==> config.mk <==
export PLATFORM = sky130hd
export DESIGN_NAME = cordic_lin_div
export DESIGN_NICKNAME = d
export VERILOG_FILES = /design/src/rtl/cordic_pkg.sv /design/src/rtl/cordic_lin_iter.sv /design/src/rtl/cordic_lin_div.sv
export SDC_FILE = /design/constraint.sdc
export NUM_CORES = 1
export LEC_CHECK = 0
export CAP_MARGIN = 30
export CORE_MARGIN = 2
export CORE_UTILIZATION = 55
export DETAILED_ROUTE_END_ITERATION = 12
export GPL_TIMING_DRIVEN = 0
export PLACE_DENSITY = 0.72
export REMOVE_ABC_BUFFERS = 1
export SYNTH_ARGS = -nofsm -noshare
export SYNTH_HDL_FRONTEND = slang
export SYNTH_SLANG_ARGS = --single-unit
==> constraint.sdc <==
create_clock -name clk -period 11.5 [get_ports clk]
set_clock_uncertainty 0.05 [all_clocks]
set_input_delay 1.725 -clock clk [delete_from_list [all_inputs] [get_ports clk]]
set_output_delay 1.725 -clock clk [all_outputs]
set_load 0.02 [all_outputs]
==> src/rtl/cordic_pkg.sv <==
// Shared definitions for the CORDIC activation datapath: fixed-point format,
// linear-divider FSM states and the divider result record.
package cordic_pkg;

    localparam int CORDIC_W    = 8;
    localparam int CORDIC_FRAC = 5;

    typedef enum logic [1:0] {
        IDLE = 2'd0,
        RUN  = 2'd1,
        DONE = 2'd2
    } lin_state_e;

    typedef struct packed {
        logic [CORDIC_W-1:0] quo;
        logic                div_err;
    } lin_res_t;

endpackage

==> src/rtl/cordic_lin_iter.sv <==
// One linear-mode vectoring CORDIC step: drive y towards zero by +/- x/2^i
// and accumulate the matching +/- 2^-i into the quotient z.
module cordic_lin_iter #(
    parameter int EW   = 16,
    parameter int ZW   = 8,
    parameter int FRAC = 5,
    parameter int IW   = 3
) (
    input  logic signed [EW-1:0] i_y,
    input  logic signed [EW-1:0] i_x,
    input  logic signed [ZW-1:0] i_z,
    input  logic        [IW-1:0] i_i,
    output logic signed [EW-1:0] o_y,
    output logic signed [ZW-1:0] o_z
);

    localparam logic signed [ZW-1:0] ONE = ZW'(1);

    logic signed [EW-1:0] w_x_sh;
    logic signed [ZW-1:0] w_step;

    // Single iteration; y==0 holds y and z so exact quotients stay exact.
    always_comb begin
        w_x_sh = i_x >>> i_i;
        w_step = ONE <<< (IW'(FRAC) - i_i);
        if (i_y == '0) begin
            o_y = i_y;
            o_z = i_z;
        end else if (i_y[EW-1]) begin
            o_y = i_y + w_x_sh;
            o_z = i_z - w_step;
        end else begin
            o_y = i_y - w_x_sh;
            o_z = i_z + w_step;
        end
    end

endmodule

==> src/rtl/cordic_lin_div.sv <==
// Iterative linear-mode CORDIC divider: quo = num/den in signed Q3.5, used to
// form tanh = sinh/cosh from the hyperbolic stage outputs.
module cordic_lin_div
    import cordic_pkg::*;
#(
    parameter int W    = CORDIC_W,
    parameter int FRAC = CORDIC_FRAC,
    parameter int ITER = 6
) (
    input  logic         clk,
    input  logic         rst_n,
    input  logic         in_valid,
    output logic         in_ready,
    input  logic [W-1:0] num,
    input  logic [W-1:0] den,
    output logic         out_valid,
    input  logic         out_ready,
    output logic [W-1:0] quo,
    output logic         div_err
);

    localparam int EW = W + ITER + 2;
    localparam int ZW = FRAC + 3;
    localparam int CW = $clog2(FRAC + 2);
    localparam logic [CW-1:0]       LAST    = CW'(ITER - 1);
    localparam logic signed [W-1:0] SAT_POS = W'((1 << (FRAC + 1)) - 1);
    localparam logic signed [W-1:0] SAT_NEG = W'(-((1 << (FRAC + 1)) - 1));

    lin_state_e           r_state;
    lin_state_e           w_next;
    logic signed [EW-1:0] r_y;
    logic signed [EW-1:0] r_x;
    logic signed [ZW-1:0] r_z;
    logic        [CW-1:0] r_cnt;
    lin_res_t             r_res;
    logic                 r_out_valid;

    logic signed [EW-1:0] w_y_nxt;
    logic signed [ZW-1:0] w_z_nxt;
    logic signed [W+1:0]  w_num_ext;
    logic signed [W+1:0]  w_abs_num;
    logic signed [W+1:0]  w_twice_den;
    logic                 w_den_bad;
    logic                 w_range_bad;
    logic                 w_accept;

    assign in_ready  = (r_state == IDLE);
    assign w_accept  = in_valid && (r_state == IDLE);
    assign out_valid = r_out_valid;
    assign quo       = r_res.quo;
    assign div_err   = r_res.div_err;

    // Operand screening: non-positive divisor, or |q| >= 2 which cannot converge.
    always_comb begin
        w_num_ext   = {{2{num[W-1]}}, num};
        w_twice_den = {den[W-1], den, 1'b0};
        if (num[W-1]) begin
            w_abs_num = -w_num_ext;
        end else begin
            w_abs_num = w_num_ext;
        end
        w_den_bad   = den[W-1] || (den == '0);
        w_range_bad = (w_abs_num >= w_twice_den);
    end

    cordic_lin_iter #(
        .EW   (EW),
        .ZW   (ZW),
        .FRAC (FRAC),
        .IW   (CW)
    ) u_iter (
        .i_y (r_y),
        .i_x (r_x),
        .i_z (r_z),
        .i_i (r_cnt),
        .o_y (w_y_nxt),
        .o_z (w_z_nxt)
    );

    // Next-state logic.
    always_comb begin
        w_next = r_state;
        case (r_state)
            IDLE: begin
                if (w_accept) begin
                    if (w_den_bad || w_range_bad) begin
                        w_next = DONE;
                    end else begin
                        w_next = RUN;
                    end
                end else begin
                    w_next = IDLE;
                end
            end
            RUN: begin
                if (r_cnt == LAST) begin
                    w_next = DONE;
                end else begin
                    w_next = RUN;
                end
            end
            DONE: begin
                if (out_ready) begin
                    w_next = IDLE;
                end else begin
                    w_next = DONE;
                end
            end
            default: w_next = IDLE;
        endcase
    end

    // State register; out_valid is registered alongside it.
    always_ff @(posedge clk or negedge rst_n) begin
        if (!rst_n) begin
            r_state     <= IDLE;
            r_out_valid <= 1'b0;
        end else begin
            r_state     <= w_next;
            r_out_valid <= (w_next == DONE);
        end
    end

    // Datapath: load on accept, iterate in RUN, latch the result record.
    always_ff @(posedge clk or negedge rst_n) begin
        if (!rst_n) begin
            r_y   <= '0;
            r_x   <= '0;
            r_z   <= '0;
            r_cnt <= '0;
            r_res <= '0;
        end else begin
            case (r_state)
                IDLE: begin
                    if (w_accept) begin
                        if (w_den_bad) begin
                            r_res <= '{quo: '0, div_err: 1'b1};
                        end else if (w_range_bad) begin
                            r_res <= '{quo: (($signed(num) > 0) ? SAT_POS : SAT_NEG),
                                       div_err: 1'b1};
                        end else begin
                            r_y   <= EW'($signed(num)) <<< ITER;
                            r_x   <= EW'($signed(den)) <<< ITER;
                            r_z   <= '0;
                            r_cnt <= '0;
                        end
                    end
                end
                RUN: begin
                    r_y   <= w_y_nxt;
                    r_z   <= w_z_nxt;
                    r_cnt <= r_cnt + CW'(1);
                    if (r_cnt == LAST) begin
                        r_res <= '{quo: W'(w_z_nxt), div_err: 1'b0};
                    end
                end
                default: ;
            endcase
        end
    end

endmodule

==> flow_summary_export.csv <==
group,metric,value,unit
placement,place_hpwl,8600,um
drt,first_pass_iters,4,
clock_tree,clk_latency,0.31,ns
clock_tree,post-cts-setup-buffer-count,0,
floorplanning,core.rowCount,33,
clock_tree,cts_buffer_depth,2,
synth,synth-async-reset-ratio,100,%
setup_path,critPathMaxFanout,13,
global_routing,grt_pass1_wl,18500,um
min_path,holdCritPathClass,"flop to flop",
synth,synth-edff-count,0,
synth,syn-instance-count,552,
drt,drt_first_iter_violations,237,
synth,synth_cell_types,68,
clock_tree,tritoncts,"yes",
cells_and_area,final_area,5020,um2
global_routing,grt_max_degree,33,
sta,slew_headroom,32.8,%
floorplanning,die_h,95.4,um
synth,ys.flop_type,"dfrtp_1",
drt,wirelength,11100,um
floorplanning,dieArea,9100,um2
cells_and_area,instances_no_fill,669,
setup_path,crit_arrival,5.42,ns
global_routing,gr-total-overflow,0,
cells_and_area,nFillCells,745,
floorplanning,core-area,8180,um2
synth,ys_top_cells_by_area,"dfrtp_1 26%, ha_1 11%, o21ai_0 5.8%",
drt,ant_nets,0,
synth,syn-cell-area,4600,um2
setup_path,cp-start-kind,"input port",
placement,numPortBuffers,30,
setup_path,cp_data_required_time,11.65,ns
setup_path,worstSetupEndpointType,"flop",
global_routing,grtUsageTotal,25.8,%
cells_and_area,syn_to_final_growth,9.23,%
floorplanning,ios,31,
cells_and_area,final_common_cell,"nand2_1",
floorplanning,initial_core_util,56.2,%
clock_tree,htree_levels,2,
drt,vias,4078,
run,maxCapViolations,0,
global_routing,antenna_found_initial,0,
sta,tns,0,ns
setup_path,cp_slowest_cell,"o31ai_2",
clock_tree,clock_sinks,47,
clock_tree,cts_root_buf,"clkbuf_8",
cells_and_area,finalNetCount,624,
synth,yosys_warnings,0,
drt,via_per_inst,6.10,
status,status,"complete, no violations",
setup_path,crit_buf_inv,1,
setup_path,path_delay_family,"compound AO/OA/AOI/OAI gates",
sta,fin_crit,5.27,ns
cells_and_area,regArea,1180,um2
setup_path,critPathMaxStageDelay,0.87,ns
floorplanning,dieWidth,95.4,um
global_routing,grt_pass1_vias,3876,
synth,synth_seq_area_share,25.6,%
clock_tree,cts-resized-gates,0,
sta,slew_viol_final,0,
sta,hold_viol,0,
cells_and_area,drive_above_1_share,7.27,%
sta,worst_pin_slew,1.00,ns
cells_and_area,n_antenna_cell,0,
sta,fin_crit_sh,45.8,%
drt,drc,0,
clock_tree,numCtsBuffers,5,
sta,rsz0062_at_grt,"no",
setup_path,worstPathCellList,"clkdlybuf4s50_1 -> nor3_1 -> nand3_1 -> nor4b_1 -> ha_1 -> a211oi_1 -> nand2_1 -> nor2_1 -> o21ai_0 -> o31ai_2 -> mux2_2",
clock_tree,holdBufCountCts,0,
placement,place_inst,661,
placement,gp_congestion,0.917,
cells_and_area,multi_input_area,3160,um2
placement,dpl_cell_area,4930,um2
synth,synth_seq_cells,47,
sta,setup_viol,0,
sta,fmax,190,MHz
synth,avgSynthCellArea,8.33,um2
cells_and_area,final_cell_mix,"66 x nand2_1, 53 x o21ai_0, 47 x dfrtp_1",
setup_path,path_class,"input port to flop",
synth,synth.top_cell.area_share,25.6,%
synth,synth_top_area_cell,"dfrtp_1",
drt,wl_per_cell,16.6,um
clock_tree,clkTransAtPathRegs,0.09,ns
-- cell usage after synthesis (all sizes together) (3+ instances only) --
library cell	instances
mux4	4
dfrtp	47
xnor2	23
a22o	4
clkbuf	16
and2	4
xor2	11
nand2b	14
a31oi	8
ha	39
nor3	9
nand3	12
o211ai	8
mux2i	13
a21o	6
o41ai	3
buf	14
nor2	36
a21boi	4
mux2	20
nor4	7
o21a	8
o21ai	54
a21oi	31
o22ai	4
o21bai	3
nand3b	3
inv	28
nor2b	9
nand2	66
a211oi	5
o31ai	4
-- worst reg2reg max path, cell delays in order (launching register included) --
cell	delay, ns
dfrtp_1	0.92
inv_1	0.33
o21ai_0	0.45
and2_1	0.20
inv_1	0.05
ha_1	0.21
o21a_1	0.13
nor2_1	0.14
xnor2_1	0.22
ha_1	0.36
a21oi_1	0.20
and2_1	0.18
a21oi_1	0.10
o41ai_1	0.76
o21ai_0	0.31
xnor2_1	0.23
o21ai_1	0.07
-- flip-flops by register name, summed over array words and instances, names as in the netlist --
signal,cells
quo,8
r_x,8
r_state,2
r_cnt,3
r_y,16
div_err,1
r_z,8
out_valid,1
-- logic make-up (layout without fill, tap and decap cells) --
logic type                 count (synthesis)  after routing  synth area share (%)
DFF                                       47             47                  25.6
xor gates and xnor gates                  34             34                  6.48
adders and majority gates                 41             41                  11.5
and+or+nand+nor                          175            175                  18.3
AOI/OAI and AO/OA                        159            159                  22.0
buffers and inverters                     58             69                  5.66
muxes                                     37             37                  10.4
other                                      1              2                0.0816
-- final timing paths --
kind	startpoint	end	slack, ns	depth (start not counted)
setup reg to reg	r_cnt[1]	r_y[15]	6.46	16
setup / recovery	num[3]	quo[2]	6.23	11
max in group asynchronous	rst_n	r_y[13]	9.62	2
hold reg to reg	quo[5]	quo[5]	0.46	2
hold / removal	quo[5]	quo[5]	0.46	2
min in group asynchronous	rst_n	quo[0]	1.27	1
-- per-layer routing --
layer  GRT usage [%]  up-vias  part of all wire (%)
met3            3.40       13                   4.5
met5               0        -                     0
met4            4.52        0                   1.1
met2            43.3       99                    47
li1                -     2006                     -
met1            36.3     1960                    47
-- layout make-up --
type	instances	area share, %
clock buffer	6	1.45
clock inverter	2	0.349
inverter	28	2.09
multi-input combinational	448	63.0
sequential	47	23.4
tap	105	2.62
timing repair buffer	33	7.05
-- per-stage QoR --
stage | hold slack (ns) | setup slack (ns) | util (%)
finish | 0.455 | 6.23 | 61.4
CTS | 0.452 | 6.26 | 61.4
global placement | 0.409 | 5.97 | 59.7
global route | 0.471 | 5.98 | 61.4
detailed placement | 0.423 | 5.92 | 60.3
floorplan | 0.416 | 7.14 | -
Power is left out: the tool's default activity adds up to more than one toggle a clock period on the data nets, which glitch-free logic cannot reach.
==> RTL edit 1, RTL diff (config.mk and constraints unchanged) <==
Encoding of `lin_state_e`: now one-hot (3 bits for 3 states).
--- a/src/rtl/cordic_pkg.sv
+++ b/src/rtl/cordic_pkg.sv
@@ -5,10 +5,10 @@
     localparam int CORDIC_W    = 8;
     localparam int CORDIC_FRAC = 5;
 
-    typedef enum logic [1:0] {
-        IDLE = 2'd0,
-        RUN  = 2'd1,
-        DONE = 2'd2
+    typedef enum logic [2:0] {
+        IDLE = 3'b001,
+        RUN  = 3'b010,
+        DONE = 3'b100
     } lin_state_e;
 
     typedef struct packed {
Check against the original RTL: same outputs for any inputs over 4 cycles, from zero or initial values and one cycle with rst_n low; so few cycles prove little.
==> RTL edit 1 against the original RTL <==
Routed wire length is 9.0% lower; core utilization is 2.3 points higher; sequential cell count is 1 higher; via count is 8.8% lower; synthesized area is 4.7% lower; setup slack better by 320 ps; maximum frequency is 6.5% higher; final area is 1.9% lower; highest routed layer unchanged.
==> RTL edit 1: results (changes against the original RTL) <==
Avg Synthesized Cell Area: 8.38 µm² (+0.63%)
Compound-gate portion of the synthesized area: 18.8% (-3.2 points)
Arrival time worst endpoint: 5090 ps (-330 ps)
Gr usage total: 24.5% (-1.3 points)
Global-route wire length before repair: 17.2 mm (-7.4%)
Initial drt markers: 263 (+11%)
Sequential fraction of the synthesis area: 27.4% (+1.8 points)
Share of cells above drive strength 1: 7.90% (+0.63 points)
CP peak stage delay: 520 ps (-350 ps)
Critical path's slowest cell: clkdlybuf4s50_1
Placed cell count: 636 (-3.8%)
Final #Nets: 604 (-3.2%)
Adder-Cell Fraction of Synth Area: 12.0% (+0.56 points)
Synth cell count leaders: nand2_1 (69), nor2_1 (51), dfrtp_1 (47)
Drt via density: 5.76 (-5.5%)
Xor-xnor portion of the synthesized cell area: 6.79% (+0.32 points)
Num Clock Sinks: 48 (+2.1%)
Maximum number of pins on one net before global-route repair: 34 (+3.0%)
Via Count: 3,720 (-8.8%)
Mux cell area share after synthesis: 10.1% (-0.29 points)
Status: complete, no violations
Setup crit start: num[0]
Area post-placement: 0.00475 mm² (-3.6%)
Leading post-synthesis cells by cell area: dfrtp_1 (27%), ha_1 (11%), nand2_1 (5.9%)
Post-DP HPWL: 7.57 mm (-12%)
Fillers: 650 (-13%)
## RTL edit 1: layout make-up
cell class	count	share of cell area [%]
clock buffer	5	1.40
clock inverter	3	0.940
inverter	26	1.98
multi-input combinational	427	60.7
sequential	48	24.4
tap	102	2.59
timing repair buffer	35	7.98
## RTL edit 1: path summary, 6_finish.rpt
path / end / slack (ps) / cells past startpoint
min: quo[4] / 430 / 2
max in group asynchronous: r_state[0] / 9530 / 2
min in group asynchronous: r_z[3] / 1280 / 1
min reg2reg: quo[4] / 430 / 2
max: r_y[14] / 6550 / 17
max reg2reg: r_y[14] / 6830 / 18
## RTL edit 1: cells by family (layout without fill, tap and decap cells)
logic type | Yosys count | after routing
compound gates | 122 | 122
xor+xnor | 34 | 34
fa+ha+maj | 41 | 41
buf+inv | 49 | 69
flops | 48 | 48
mux | 38 | 38
other cells | 1 | 2
simple gates | 190 | 190
## RTL edit 1: through the flow
stage          hold WS (ps)  total power [mW]  setup slack, ps
2_1_floorplan           420              1.30             6940
3_3_place_gp            403              1.52             5890
3_5_place_dp            410              1.55             6180
4_1_cts                 433              1.70             6510
5_1_grt                 462              1.88             6340
6_report                431              1.72             6550
## RTL edit 1: layer usage
layer  global-route usage [%]  wire length [µm]  vias to the layer above
met5                        0                 0                        -
met4                     6.13               138                        0
met3                     2.66               529                       12
met2                     39.9              4560                       87
met1                     35.0              4860                     1728
li1                         -                 -                     1893
## RTL edit 1: worst max-delay path, delay by kind of cell
| family | cells | cell delay [ps] |
|---|---|---|
| buffers and inverters | 3 | 860 |
| AO/OA/AOI/OAI | 5 | 1060 |
| adder cells (fa/ha/maj) | 2 | 320 |
| multiplexers | 1 | 260 |
| XOR/XNOR | 1 | 120 |
| AND/OR/NAND/NOR | 5 | 750 |
## RTL edit 1: power groups by stage
stage / Combinational, mW / Clock, mW / Sequential [mW]
after global placement: 1.18 / 0 / 0.345
after CTS: 1.22 / 0.132 / 0.345
after detailed placement: 1.21 / 0 / 0.348
after floorplan: 0.962 / 0 / 0.337
after global routing: 1.40 / 0.138 / 0.349
final: 1.25 / 0.130 / 0.335
==> RTL edit 2, RTL diff (config.mk and constraints unchanged) <==
Made on the original files. The package constant `CORDIC_W` goes from 8 to 6.
--- a/src/rtl/cordic_pkg.sv
+++ b/src/rtl/cordic_pkg.sv
@@ -2,7 +2,7 @@
 // linear-divider FSM states and the divider result record.
 package cordic_pkg;
 
-    localparam int CORDIC_W    = 8;
+    localparam int CORDIC_W    = 6;
     localparam int CORDIC_FRAC = 5;
 
     typedef enum logic [1:0] {
Interface: changed (resized den, num and quo); port bits go from 31 to 25. The function was not compared with the original's and may differ.
==> RTL edit 2 against the original RTL <==
Routed wire length down 19%; synthesized area shrank 19%; final area fell by 18%; critical path type unchanged; setup slack better by 420 ps; sequential cell count is 8 lower; worst hold slack worse by 12 ps.
==> RTL edit 2: results (changes against the original RTL) <==
Status: complete, no violations
Synth async-reset ratio: 100% (unchanged)
Netlist cell types: 66 (-2.9%)
Initial antenna violation count: 0 (unchanged)
Max H-tree Level: 2 (unchanged)
Compound-gate portion of the synthesized area: 26.3% (+4.3 points)
Hold Crit Class: reg2reg
CTS buffer count: 5 (unchanged)
CP Max Fanout: 15 (+2)
Sequential fraction of the synthesis area: 26.1% (+0.52 points)
Lkg Pwr: 1.87 nW
Area post-placement: 0.00402 mm² (-19%)
Ant. Diodes: 0 (unchanged)
Vias in the first global route: 3,168 (-18%)
Most flop-heavy register: r_y
Final #Nets: 505 (-19%)
Global-route wire length before repair: 15.3 mm (-17%)
DR pass1 iterations: 5 (+1)
Clk root buf: clkbuf_8
Synth cell count leaders: nand2_1 (46), dfrtp_1 (39), ha_1 (35)
Share of cells above drive strength 1: 6.40% (-0.87 points)
Adder-Cell Fraction of Synth Area: 12.8% (+1.3 points)
Clock buffer depth: 2 (unchanged)
Leading post-synthesis cells by cell area: dfrtp_1 (26%), ha_1 (12%), nand2_1 (4.6%)
Main flop type after synthesis: dfrtp_1
Resized cells post-CTS: 0 (unchanged)
Largest register FFs: 14 (-2)
Worst-path clk slew: 80 ps
# Post-CTS Setup Buffers: 0 (unchanged)
I/O Buffers: 24 (-20%)
VDD IR max: 234 µV
Routed WL: 8.95 mm (-19%)
Via Count: 3,332 (-18%)
Final hold vios: 0 (unchanged)
Post-DP HPWL: 6.73 mm (-22%)
Yosys warns: 0 (unchanged)
Worst slew margin: 41.0% (+8.1 points)
Fillers: 596 (-20%)
Arrival time worst endpoint: 4990 ps (-430 ps)
Initial drt markers: 152 (-36%)
Mux cell area share after synthesis: 6.39% (-4.0 points)
Gr usage total: 25.7% (-0.18 points)
GP Congestion: 0.906 (-1.2%)
Xor-xnor portion of the synthesized cell area: 5.39% (-1.1 points)
Maximum number of pins on one net before global-route repair: 29 (-12%)
Post-synth EDFFs: 0 (unchanged)
Clock latency on the worst-skew pair: 300 ps
[RTL edit 2: metal layers]
metal,global-route usage [%],part of all wire (%),vias to the layer above
met5,0,0,-
met2,39.1,44,83
met3,2.38,4.0,18
met1,38.5,50,1585
li1,-,-,1646
met4,7.95,2.0,0
[RTL edit 2: area by class of cell]
class                   instances  share of cell area, %
repair buffers                 25                   6.18
flip-flops and latches         39                   23.6
multi-input cells             357                   62.8
inverters                      24                   2.18
clock inverters                 3                   1.06
clock buffers                   5                   1.67
well taps                      80                   2.42
[RTL edit 2: through the flow]
stage	power, mW	setup slack [ps]	util, %	hold WS [ps]	std cells
2_1_floorplan	1.06	7410	-	421	420
3_3_place_gp	1.27	6380	59.9	419	524
3_5_place_dp	1.30	6390	60.1	427	525
4_1_cts	1.43	6660	61.8	446	533
5_1_grt	1.57	6380	61.8	458	533
6_report	1.44	6650	61.8	443	533
[RTL edit 2: logic make-up after synthesis]
| family | after synthesis |
|---|---|
| and+or+nand+nor | 138 |
| AOI/OAI and AO/OA | 137 |
| adders and majority gates | 37 |
| DFF | 39 |
| muxes | 20 |
| buffers and inverters | 43 |
| xor gates and xnor gates | 23 |
| other | 1 |
[RTL edit 2: path summary, 6_finish.rpt]
check	start	endpoint	slack, ps	cells past startpoint
max	num[0]	r_y[6]	6650	13
min	quo[0]	quo[0]	440	1
max reg2reg	r_cnt[1]	r_y[10]	7270	14
min reg2reg	quo[0]	quo[0]	440	1
max in group asynchronous	rst_n	quo[2]	9690	2
min in group asynchronous	rst_n	r_y[6]	1260	1
[RTL edit 2: worst max-delay path, cell delays in order]
cell and delay, ps:
clkdlybuf4s50_1 530, inv_1 70, ha_1 220, nand2_1 60, nand2_1 60, xnor2_1 140, ha_1 300, a211oi_1 230
nand3_1 100, o21ai_1 430, nand2_1 430, nand2_1 330, mux2_2 370
[RTL edit 2: power by group]
group          switching [mW]  total [mW]  internal (mW)
clock network          0.0525       0.117         0.0646
registers              0.0976       0.291          0.194
logic                   0.564        1.03          0.466
total                   0.714        1.44          0.724
